==> config.mk <==
export PLATFORM = sky130hd
export DESIGN_NAME = stage_two_flat
export DESIGN_NICKNAME = d
export VERILOG_FILES = /design/src/rtl/stage_two_if.sv /design/src/rtl/stage_two.sv /design/src/flat_wrapper.sv
export SDC_FILE = /design/constraint.sdc
export NUM_CORES = 1
export LEC_CHECK = 0
export CAP_MARGIN = 20
export CORE_UTILIZATION = 35
export DETAILED_ROUTE_END_ITERATION = 7
export PLACE_DENSITY = 0.65
export SETUP_SLACK_MARGIN = 0.1
export SLEW_MARGIN = 20
export SYNTH_ARGS = -nofsm -noshare
export SYNTH_HDL_FRONTEND = slang
export SYNTH_SLANG_ARGS = --single-unit
==> constraint.sdc <==
create_clock -name clk -period 2.75 [get_ports clk]
set_input_delay 0.275 -clock clk [delete_from_list [all_inputs] [get_ports clk]]
set_output_delay 0.275 -clock clk [all_outputs]
set_load 0.005 [all_outputs]
==> src/rtl/stage_two_if.sv <==
// stage_two_if: the execute-stage bus. It carries stage_one's operands,
// control and sideband fields into stage_two, and carries the registered
// result, sidebands, flags and the busy stall request back out.
//   slave  : the execute stage's view (consumes in_*, drives busy/out_*)
//   master : the upstream/downstream view (drives in_*, consumes busy/out_*)
interface stage_two_if #(
  parameter int unsigned WIDTH = 16
);
  logic               halt_sys;
  logic [WIDTH-1:0]   in_alu_a;
  logic [WIDTH-1:0]   in_alu_b;
  logic [3:0]         in_alu_ctrl;
  logic [1:0]         in_memc;
  logic               in_reg_wr;
  logic               in_R0_en;
  logic [WIDTH-1:0]   in_R1_data;
  logic [7:0]         in_instr;

  logic               busy;
  logic [2*WIDTH-1:0] out_alu_result;
  logic [1:0]         out_memc;
  logic               out_reg_wr;
  logic               out_R0_en;
  logic [WIDTH-1:0]   out_R1_data;
  logic [7:0]         out_instr;
  logic               out_overflow;
  logic               out_div0;

  modport slave (
    input  halt_sys, in_alu_a, in_alu_b, in_alu_ctrl, in_memc, in_reg_wr,
           in_R0_en, in_R1_data, in_instr,
    output busy, out_alu_result, out_memc, out_reg_wr, out_R0_en,
           out_R1_data, out_instr, out_overflow, out_div0
  );

  modport master (
    output halt_sys, in_alu_a, in_alu_b, in_alu_ctrl, in_memc, in_reg_wr,
           in_R0_en, in_R1_data, in_instr,
    input  busy, out_alu_result, out_memc, out_reg_wr, out_R0_en,
           out_R1_data, out_instr, out_overflow, out_div0
  );
endinterface

==> src/rtl/stage_two.sv <==
// stage_two: execute stage of the 16-bit pipelined CPU.
// Single-cycle ADD/SUB/AND/OR/SLL/SRL/SRA, plus iterative signed MUL
// (radix-2 shift-add) and DIV (restoring), one bit per cycle on operand
// magnitudes with signs applied in DONE. Result and sidebands are registered
// for the memory/writeback stage; busy stalls stage_one while MUL/DIV runs.
//   clk  : rising-edge clock
//   rst  : asynchronous active-low reset
//   bus  : stage_two_if slave (halt_sys, in_* operands/sidebands,
//          busy, out_* registered result/sidebands/flags)
module stage_two #(
  parameter int unsigned WIDTH = 16,
  parameter int unsigned ITERS = 16
) (
  input logic        clk,
  input logic        rst,
  stage_two_if.slave bus
);

  localparam int unsigned CW = $clog2(ITERS) + 1;

  typedef enum logic [1:0] {ST_IDLE, ST_MUL, ST_DIV, ST_DONE} state_e;

  typedef enum logic [3:0] {
    CTRL_ADD = 4'd0, CTRL_SUB = 4'd1, CTRL_AND = 4'd2, CTRL_OR  = 4'd3,
    CTRL_SLL = 4'd4, CTRL_SRL = 4'd5, CTRL_SRA = 4'd6, CTRL_MUL = 4'd7,
    CTRL_DIV = 4'd8
  } control_e;

  state_e               state_q, state_d;
  logic [CW-1:0]        cnt_q, cnt_d;
  logic [2*WIDTH-1:0]   acc_q, acc_d;
  logic [WIDTH-1:0]     opb_q, opb_d;
  logic                 neg_res_q, neg_res_d;
  logic                 neg_rem_q, neg_rem_d;
  logic                 is_div_q, is_div_d;

  logic [2*WIDTH-1:0]   res_q, res_d;
  logic [1:0]           memc_q, memc_d;
  logic                 reg_wr_q, reg_wr_d;
  logic                 r0_en_q, r0_en_d;
  logic [WIDTH-1:0]     r1_data_q, r1_data_d;
  logic [7:0]           instr_q, instr_d;
  logic                 ovf_q, ovf_d;
  logic                 div0_q, div0_d;

  logic                 busy_c;

  logic [WIDTH-1:0]     a, b, a_mag, b_mag;
  logic [WIDTH-1:0]     add_res, sub_res, sra_res;
  logic [2*WIDTH-1:0]   alu_res;
  logic                 alu_ovf;
  logic                 start_mul, start_div, div_zero;
  control_e             ctrl;

  logic [WIDTH:0]       mul_hi;
  logic [2*WIDTH-1:0]   mul_next;
  logic [WIDTH:0]       div_shift, div_diff;
  logic                 div_ge;
  logic [2*WIDTH-1:0]   div_next;

  logic [2*WIDTH-1:0]   mul_res;
  logic [WIDTH-1:0]     quo, rem, quo_s, rem_s;
  logic                 div_ovf;

  assign a    = bus.in_alu_a;
  assign b    = bus.in_alu_b;
  assign ctrl = control_e'(bus.in_alu_ctrl);

  assign a_mag = a[WIDTH-1] ? (~a + WIDTH'(1)) : a;
  assign b_mag = b[WIDTH-1] ? (~b + WIDTH'(1)) : b;

  assign add_res = a + b;
  assign sub_res = a - b;
  assign sra_res = $unsigned($signed(a) >>> b[3:0]);

  assign div_zero  = (b == '0);
  assign start_mul = (ctrl == CTRL_MUL);
  assign start_div = (ctrl == CTRL_DIV) && !div_zero;

  always_comb begin
    alu_res = '0;
    alu_ovf = 1'b0;
    case (ctrl)
      CTRL_ADD: begin
        alu_res = {{WIDTH{add_res[WIDTH-1]}}, add_res};
        alu_ovf = (a[WIDTH-1] == b[WIDTH-1]) && (add_res[WIDTH-1] != a[WIDTH-1]);
      end
      CTRL_SUB: begin
        alu_res = {{WIDTH{sub_res[WIDTH-1]}}, sub_res};
        alu_ovf = (a[WIDTH-1] != b[WIDTH-1]) && (sub_res[WIDTH-1] != a[WIDTH-1]);
      end
      CTRL_AND: alu_res = {{WIDTH{1'b0}}, a & b};
      CTRL_OR:  alu_res = {{WIDTH{1'b0}}, a | b};
      CTRL_SLL: alu_res = {{WIDTH{1'b0}}, a << b[3:0]};
      CTRL_SRL: alu_res = {{WIDTH{1'b0}}, a >> b[3:0]};
      CTRL_SRA: alu_res = {{WIDTH{1'b0}}, sra_res};
      default:  alu_res = '0;
    endcase
  end

  // MUL: acc holds {partial product, remaining multiplier bits}; add the
  // multiplicand into the upper half on a 1 bit, then shift right with carry.
  assign mul_hi   = acc_q[0] ? ({1'b0, acc_q[2*WIDTH-1:WIDTH]} + {1'b0, opb_q})
                             : {1'b0, acc_q[2*WIDTH-1:WIDTH]};
  assign mul_next = {mul_hi, acc_q[WIDTH-1:1]};

  // DIV: acc holds {remainder, dividend/quotient}; the quotient bit shifts in
  // from the right as the dividend shifts out the top. No borrow => fits.
  assign div_shift = {acc_q[2*WIDTH-1:WIDTH], acc_q[WIDTH-1]};
  assign div_diff  = div_shift - {1'b0, opb_q};
  assign div_ge    = !div_diff[WIDTH];
  assign div_next  = {(div_ge ? div_diff[WIDTH-1:0] : div_shift[WIDTH-1:0]),
                      acc_q[WIDTH-2:0], div_ge};

  assign mul_res = neg_res_q ? (~acc_q + (2*WIDTH)'(1)) : acc_q;
  assign quo     = acc_q[WIDTH-1:0];
  assign rem     = acc_q[2*WIDTH-1:WIDTH];
  assign quo_s   = neg_res_q ? (~quo + WIDTH'(1)) : quo;
  assign rem_s   = neg_rem_q ? (~rem + WIDTH'(1)) : rem;
  // A positive quotient with the top bit set only arises from MIN / -1.
  assign div_ovf = !neg_res_q && quo[WIDTH-1];

  always_comb begin
    state_d   = state_q;
    cnt_d     = cnt_q;
    acc_d     = acc_q;
    opb_d     = opb_q;
    neg_res_d = neg_res_q;
    neg_rem_d = neg_rem_q;
    is_div_d  = is_div_q;
    busy_c    = 1'b0;
    res_d     = '0;
    memc_d    = '0;
    reg_wr_d  = 1'b0;
    r0_en_d   = 1'b0;
    r1_data_d = '0;
    instr_d   = '0;
    ovf_d     = 1'b0;
    div0_d    = 1'b0;

    case (state_q)
      ST_IDLE: begin
        if (start_mul || start_div) begin
          busy_c    = 1'b1;
          state_d   = start_mul ? ST_MUL : ST_DIV;
          cnt_d     = '0;
          acc_d     = {{WIDTH{1'b0}}, a_mag};
          opb_d     = b_mag;
          neg_res_d = a[WIDTH-1] ^ b[WIDTH-1];
          neg_rem_d = a[WIDTH-1];
          is_div_d  = start_div;
        end else begin
          div0_d    = (ctrl == CTRL_DIV);
          res_d     = alu_res;
          ovf_d     = alu_ovf;
          memc_d    = bus.in_memc;
          reg_wr_d  = bus.in_reg_wr && !alu_ovf && !div0_d;
          r0_en_d   = bus.in_R0_en;
          r1_data_d = bus.in_R1_data;
          instr_d   = bus.in_instr;
        end
      end
      ST_MUL, ST_DIV: begin
        busy_c = 1'b1;
        acc_d  = (state_q == ST_DIV) ? div_next : mul_next;
        cnt_d  = cnt_q + CW'(1);
        if (cnt_q == CW'(ITERS - 1)) begin
          state_d = ST_DONE;
        end
      end
      ST_DONE: begin
        state_d   = ST_IDLE;
        res_d     = is_div_q ? {rem_s, quo_s} : mul_res;
        ovf_d     = is_div_q && div_ovf;
        memc_d    = bus.in_memc;
        reg_wr_d  = bus.in_reg_wr && !ovf_d;
        r0_en_d   = bus.in_R0_en;
        r1_data_d = bus.in_R1_data;
        instr_d   = bus.in_instr;
      end
      default: state_d = ST_IDLE;
    endcase
  end

  always_ff @(posedge clk or negedge rst) begin
    if (!rst) begin
      state_q   <= ST_IDLE;
      cnt_q     <= '0;
      acc_q     <= '0;
      opb_q     <= '0;
      neg_res_q <= 1'b0;
      neg_rem_q <= 1'b0;
      is_div_q  <= 1'b0;
      res_q     <= '0;
      memc_q    <= '0;
      reg_wr_q  <= 1'b0;
      r0_en_q   <= 1'b0;
      r1_data_q <= '0;
      instr_q   <= '0;
      ovf_q     <= 1'b0;
      div0_q    <= 1'b0;
    end else if (!bus.halt_sys) begin
      state_q   <= state_d;
      cnt_q     <= cnt_d;
      acc_q     <= acc_d;
      opb_q     <= opb_d;
      neg_res_q <= neg_res_d;
      neg_rem_q <= neg_rem_d;
      is_div_q  <= is_div_d;
      res_q     <= res_d;
      memc_q    <= memc_d;
      reg_wr_q  <= reg_wr_d;
      r0_en_q   <= r0_en_d;
      r1_data_q <= r1_data_d;
      instr_q   <= instr_d;
      ovf_q     <= ovf_d;
      div0_q    <= div0_d;
    end
  end

  // busy is combinational but must read 0 while reset is held, even if a
  // MUL/DIV is sitting on the inputs.
  assign bus.busy           = rst && busy_c;
  assign bus.out_alu_result = res_q;
  assign bus.out_memc       = memc_q;
  assign bus.out_reg_wr     = reg_wr_q;
  assign bus.out_R0_en      = r0_en_q;
  assign bus.out_R1_data    = r1_data_q;
  assign bus.out_instr      = instr_q;
  assign bus.out_overflow   = ovf_q;
  assign bus.out_div0       = div0_q;

endmodule

==> src/flat_wrapper.sv <==
// flat-port wrapper written by rule: the top's interface ports become plain ports
module stage_two_flat 
#(
  parameter int unsigned WIDTH = 16,
  parameter int unsigned ITERS = 16
)
  (clk, rst, bus_halt_sys, bus_in_alu_a, bus_in_alu_b, bus_in_alu_ctrl, bus_in_memc, bus_in_reg_wr, bus_in_R0_en, bus_in_R1_data, bus_in_instr, bus_busy, bus_out_alu_result, bus_out_memc, bus_out_reg_wr, bus_out_R0_en, bus_out_R1_data, bus_out_instr, bus_out_overflow, bus_out_div0);
  stage_two_if #(.WIDTH(WIDTH)) bus_i ();
  input logic clk;
  input logic rst;
  input wire logic [$bits(bus_i.halt_sys)-1:0] bus_halt_sys;
  input wire logic [$bits(bus_i.in_alu_a)-1:0] bus_in_alu_a;
  input wire logic [$bits(bus_i.in_alu_b)-1:0] bus_in_alu_b;
  input wire logic [$bits(bus_i.in_alu_ctrl)-1:0] bus_in_alu_ctrl;
  input wire logic [$bits(bus_i.in_memc)-1:0] bus_in_memc;
  input wire logic [$bits(bus_i.in_reg_wr)-1:0] bus_in_reg_wr;
  input wire logic [$bits(bus_i.in_R0_en)-1:0] bus_in_R0_en;
  input wire logic [$bits(bus_i.in_R1_data)-1:0] bus_in_R1_data;
  input wire logic [$bits(bus_i.in_instr)-1:0] bus_in_instr;
  output wire logic [$bits(bus_i.busy)-1:0] bus_busy;
  output wire logic [$bits(bus_i.out_alu_result)-1:0] bus_out_alu_result;
  output wire logic [$bits(bus_i.out_memc)-1:0] bus_out_memc;
  output wire logic [$bits(bus_i.out_reg_wr)-1:0] bus_out_reg_wr;
  output wire logic [$bits(bus_i.out_R0_en)-1:0] bus_out_R0_en;
  output wire logic [$bits(bus_i.out_R1_data)-1:0] bus_out_R1_data;
  output wire logic [$bits(bus_i.out_instr)-1:0] bus_out_instr;
  output wire logic [$bits(bus_i.out_overflow)-1:0] bus_out_overflow;
  output wire logic [$bits(bus_i.out_div0)-1:0] bus_out_div0;
  assign bus_i.halt_sys = bus_halt_sys;
  assign bus_i.in_alu_a = bus_in_alu_a;
  assign bus_i.in_alu_b = bus_in_alu_b;
  assign bus_i.in_alu_ctrl = bus_in_alu_ctrl;
  assign bus_i.in_memc = bus_in_memc;
  assign bus_i.in_reg_wr = bus_in_reg_wr;
  assign bus_i.in_R0_en = bus_in_R0_en;
  assign bus_i.in_R1_data = bus_in_R1_data;
  assign bus_i.in_instr = bus_in_instr;
  assign bus_busy = bus_i.busy;
  assign bus_out_alu_result = bus_i.out_alu_result;
  assign bus_out_memc = bus_i.out_memc;
  assign bus_out_reg_wr = bus_i.out_reg_wr;
  assign bus_out_R0_en = bus_i.out_R0_en;
  assign bus_out_R1_data = bus_i.out_R1_data;
  assign bus_out_instr = bus_i.out_instr;
  assign bus_out_overflow = bus_i.out_overflow;
  assign bus_out_div0 = bus_i.out_div0;
  stage_two #(.WIDTH(WIDTH), .ITERS(ITERS)) u_core (.clk(clk), .rst(rst), .bus(bus_i));
endmodule
==> run summary <==
run status: finished, violations left
violations in the final reports: setup timing
IO buf count: 129
worst hold path class: input pin to async pin
gate count of the mapped netlist: 1461
Worst Path Buf+Inv: 0
delay-heaviest family, CP: simple AND/OR/NAND/NOR gates
Clk pwr share: 0.132
switching share of power: 0.442
cell repeated most along the worst path: or3_4
Slowest-stage cell, CP: or4_4
maximum buffer depth of the clock tree: 2
CP arrival: 3110 ps
Post-Route Setup TNS: -122 ps
register share of total power: 0.190
max_slew headroom: 0.403
smallest setup slack after layout: -64.0 ps
pwr dens: 937 mW/mm²
die height: 185 µm
CP Capture Type: flop
via count: 13004
drt via density: 5.60
post-DP HPWL: 35800 µm
vias in the first global route: 12441
drt drc: 0
Sink Count: 120
Hold Vio Cnt, Final: 0
Final Skew: 14.5 ps
Syn. warnings: 0
crit-path max cell delay: 550 ps
H-tree depth: 4
antenna violations before repair: 0
RSZ-0062 raised after global routing: yes
routed wire length: 46300 µm
CTS tree: built
CTS Buf Count: 17
hold_ws: 319 ps
placed instance area: 0.0156 mm²
synthesized area per cell: 7.99 µm²
asr flop ratio synth: 1.00
Syn Std Cell Area: 0.0117 mm²
crit-path max FO: 3
Total Routing Usage GR: 0.266
number of I/O pins: 130
layout cells sized above 1: 0.293
global-route wire length before repair: 69800 µm
sequential area share after synthesis: 0.257
Design Area, Final: 0.0173 mm²
Yosys cell types: 79
EDFF count, synth: 0
Clk Latency, worst-skew pair: 430 ps
Critical Path RT: 3050 ps
largest net degree at the start of global routing: 53
Peak VDD IR: 0.500 mV
root buffer cell: clkbuf_16
CP Launch Type: flop
Final GP Congestion: 0.990
Synth Register Bits: 120
Int Power: 9050 µW
Initial DRC Count: 1003
crit path time final: 2810 ps
Die Area: 0.0341 mm²
Crit Path Category: flop to flop
actual slew at the worst max-slew pin: 896 ps
dominant synthesized flop cell: dfrtp_1
Reg clk slew, reported paths: 70 ps
Setup Viol. Count Final: 5
DR pass1 iterations: 7
total grt overflow: 0
Placement Rows: 66
synthesis-to-finish area growth: 48.3%
Antenna Cells: 0
max-slew violations: 0
Die Span X: 185 µm
Starting Density: 0.357
Comb power frac: 0.678
Final ANT Viol Nets: 0
Wirelength per Cell: 20.0 µm
worst-path cell chain: or4_4 > or3_4 > or3_4 > o31ai_4 > nand3_2 > a21oi_2 > nor2_1 > xor2_1 > a221o_1
P_sw: 7170 µW
Final nets: 2030
crit share post-route: 1.02
Pleak: 0.00767 µW
core area: 0.0327 mm²
Mapped Nets: 1625
Max-Cap Viols: 0
Achievable Freq: 0.355 GHz
-- logic make-up (layout without fill, tap and decap cells) --
kind of cell / Yosys count / in the layout / synth area share
buf+inv: 172 / 590 / 0.0574
xor+xnor: 95 / 95 / 0.0713
fa+ha+maj: 97 / 97 / 0.107
mux: 73 / 73 / 0.0677
simple gates: 423 / 423 / 0.169
compound gates: 481 / 481 / 0.271
flops: 120 / 120 / 0.257
-- layer usage --
| metal | global-route usage | share of wire |
|---|---|---|
| met3 | 0.0462 | 0.080 |
| met4 | 0.0658 | 0.025 |
| met2 | 0.456 | 0.47 |
| met5 | 0 | 0 |
| met1 | 0.345 | 0.42 |
-- power groups by stage --
| stage | clock network (µW) | logic, µW | registers (µW) |
|---|---|---|---|
| finish | 2150 | 11000 | 3080 |
| floorplan | 0 | 5550 | 2960 |
| global placement | 0 | 8950 | 3030 |
| global route | 2250 | 11800 | 3160 |
| CTS | 2180 | 10100 | 3040 |
| detailed placement | 0 | 9140 | 3070 |
-- worst reg2reg max path: stages (launching register included) --
cell and delay, ps:
dfrtp_1 370, or4_4 550, or3_4 350, or3_4 390, o31ai_4 210, nand3_2 150
a21oi_2 140, nor2_1 70, xor2_1 150, a221o_1 320
-- timing repair --
action / in CTS / in global routing
setup buffers: 20 / 19
endpoints found under the hold margin: 23 / 0
gates cloned: 2 / 0
pin swaps: 43 / 77
resized for setup: 111 / 118
endpoints found under the setup margin: 106 / 104
hold buffers: 1 / 0
-- through the flow --
stage	power (µW)	worst slack [ps]	std cells	utilization
after floorplan	8510	32.3	1461	-
after global placement	12000	-726	2250	0.477
after detailed placement	12200	-847	2250	0.477
after CTS	15300	-49.1	2305	0.512
after global routing	17200	-150	2321	0.530
final	16200	-64.0	2321	0.530
-- cells in the final DEF (no fill, tap or decap), types with 11 or more instances in the layout --
master and n:
a221o_1 14, inv_1 66, o31ai_1 15, a211oi_1 21, clkdlybuf4s50_1 106, a22o_1 29, inv_2 13, clkbuf_16 17
buf_6 18, o221ai_1 11, buf_4 321, nand2b_1 19, a21oi_1 99, o21ai_0 114, ha_4 14, xnor2_1 69
nand3_1 15, dfrtp_1 118, xor2_1 23, or3_1 19, o21ai_2 11, mux2i_1 58, o211ai_1 11, ha_1 72
nor3_1 28, o21ai_1 13, a21oi_2 13, nor2_1 110, nand2_1 143
-- layout make-up --
class,instances,area (µm²)
fill,2986,15400
multi-input combinational,1169,8830
timing repair buffer,476,4050
clock buffer,19,443
clock inverter,13,123
tap,442,553
sequential,120,3010
inverter,82,315
-- cell usage after synthesis (all sizes together), types with 8 or more instances --
cell,instances,share of area
nand2,150,0.048
o21ai,139,0.060
dfrtp,120,0.26
nor2,118,0.038
a21oi,115,0.049
ha,93,0.10
inv,80,0.026
xnor2,71,0.053
clkbuf,61,0.020
mux2i,61,0.052
nor3,33,0.014
a211oi,29,0.019
a22o,29,0.022
buf,29,0.011
xor2,24,0.018
or3,23,0.013
o31ai,22,0.016
nand2b,20,0.011
nand3,16,0.0073
o221ai,15,0.011
a221o,14,0.012
nor2b,12,0.0064
a22oi,11,0.0071
nor4,11,0.0064
o211ai,11,0.0071
a21o,9,0.0058
a221oi,9,0.0068
a31oi,9,0.0048
o41ai,9,0.0074
mux2,8,0.0077
-- sequential cells by signal, summed over array words and instances, names as in the netlist, 2 cells and up --
signal	count
u_core.acc_q	32
u_core.bus.out_alu_result	32
u_core.bus.out_memc	2
u_core.bus.out_R1_data	16
u_core.opb_q	16
u_core.cnt_q	5
u_core.state_q	2
u_core.bus.out_instr	8
-- final timing paths --
kind,from,endpoint,slack (ps),cells past startpoint
max in group asynchronous,rst,u_core.acc_q[16],1410,3
worst min-delay path,rst,u_core.acc_q[23],320,2
worst min register to register,u_core.cnt_q[4],u_core.cnt_q[4],470,2
min in group clk,bus_halt_sys,u_core.bus.out_div0,380,3
worst max register to register,u_core.acc_q[8],u_core.bus.out_alu_result[29],-60,9
worst max-delay path,u_core.acc_q[8],u_core.bus.out_alu_result[29],-60,9
Power figures use the tool's default switching activity.
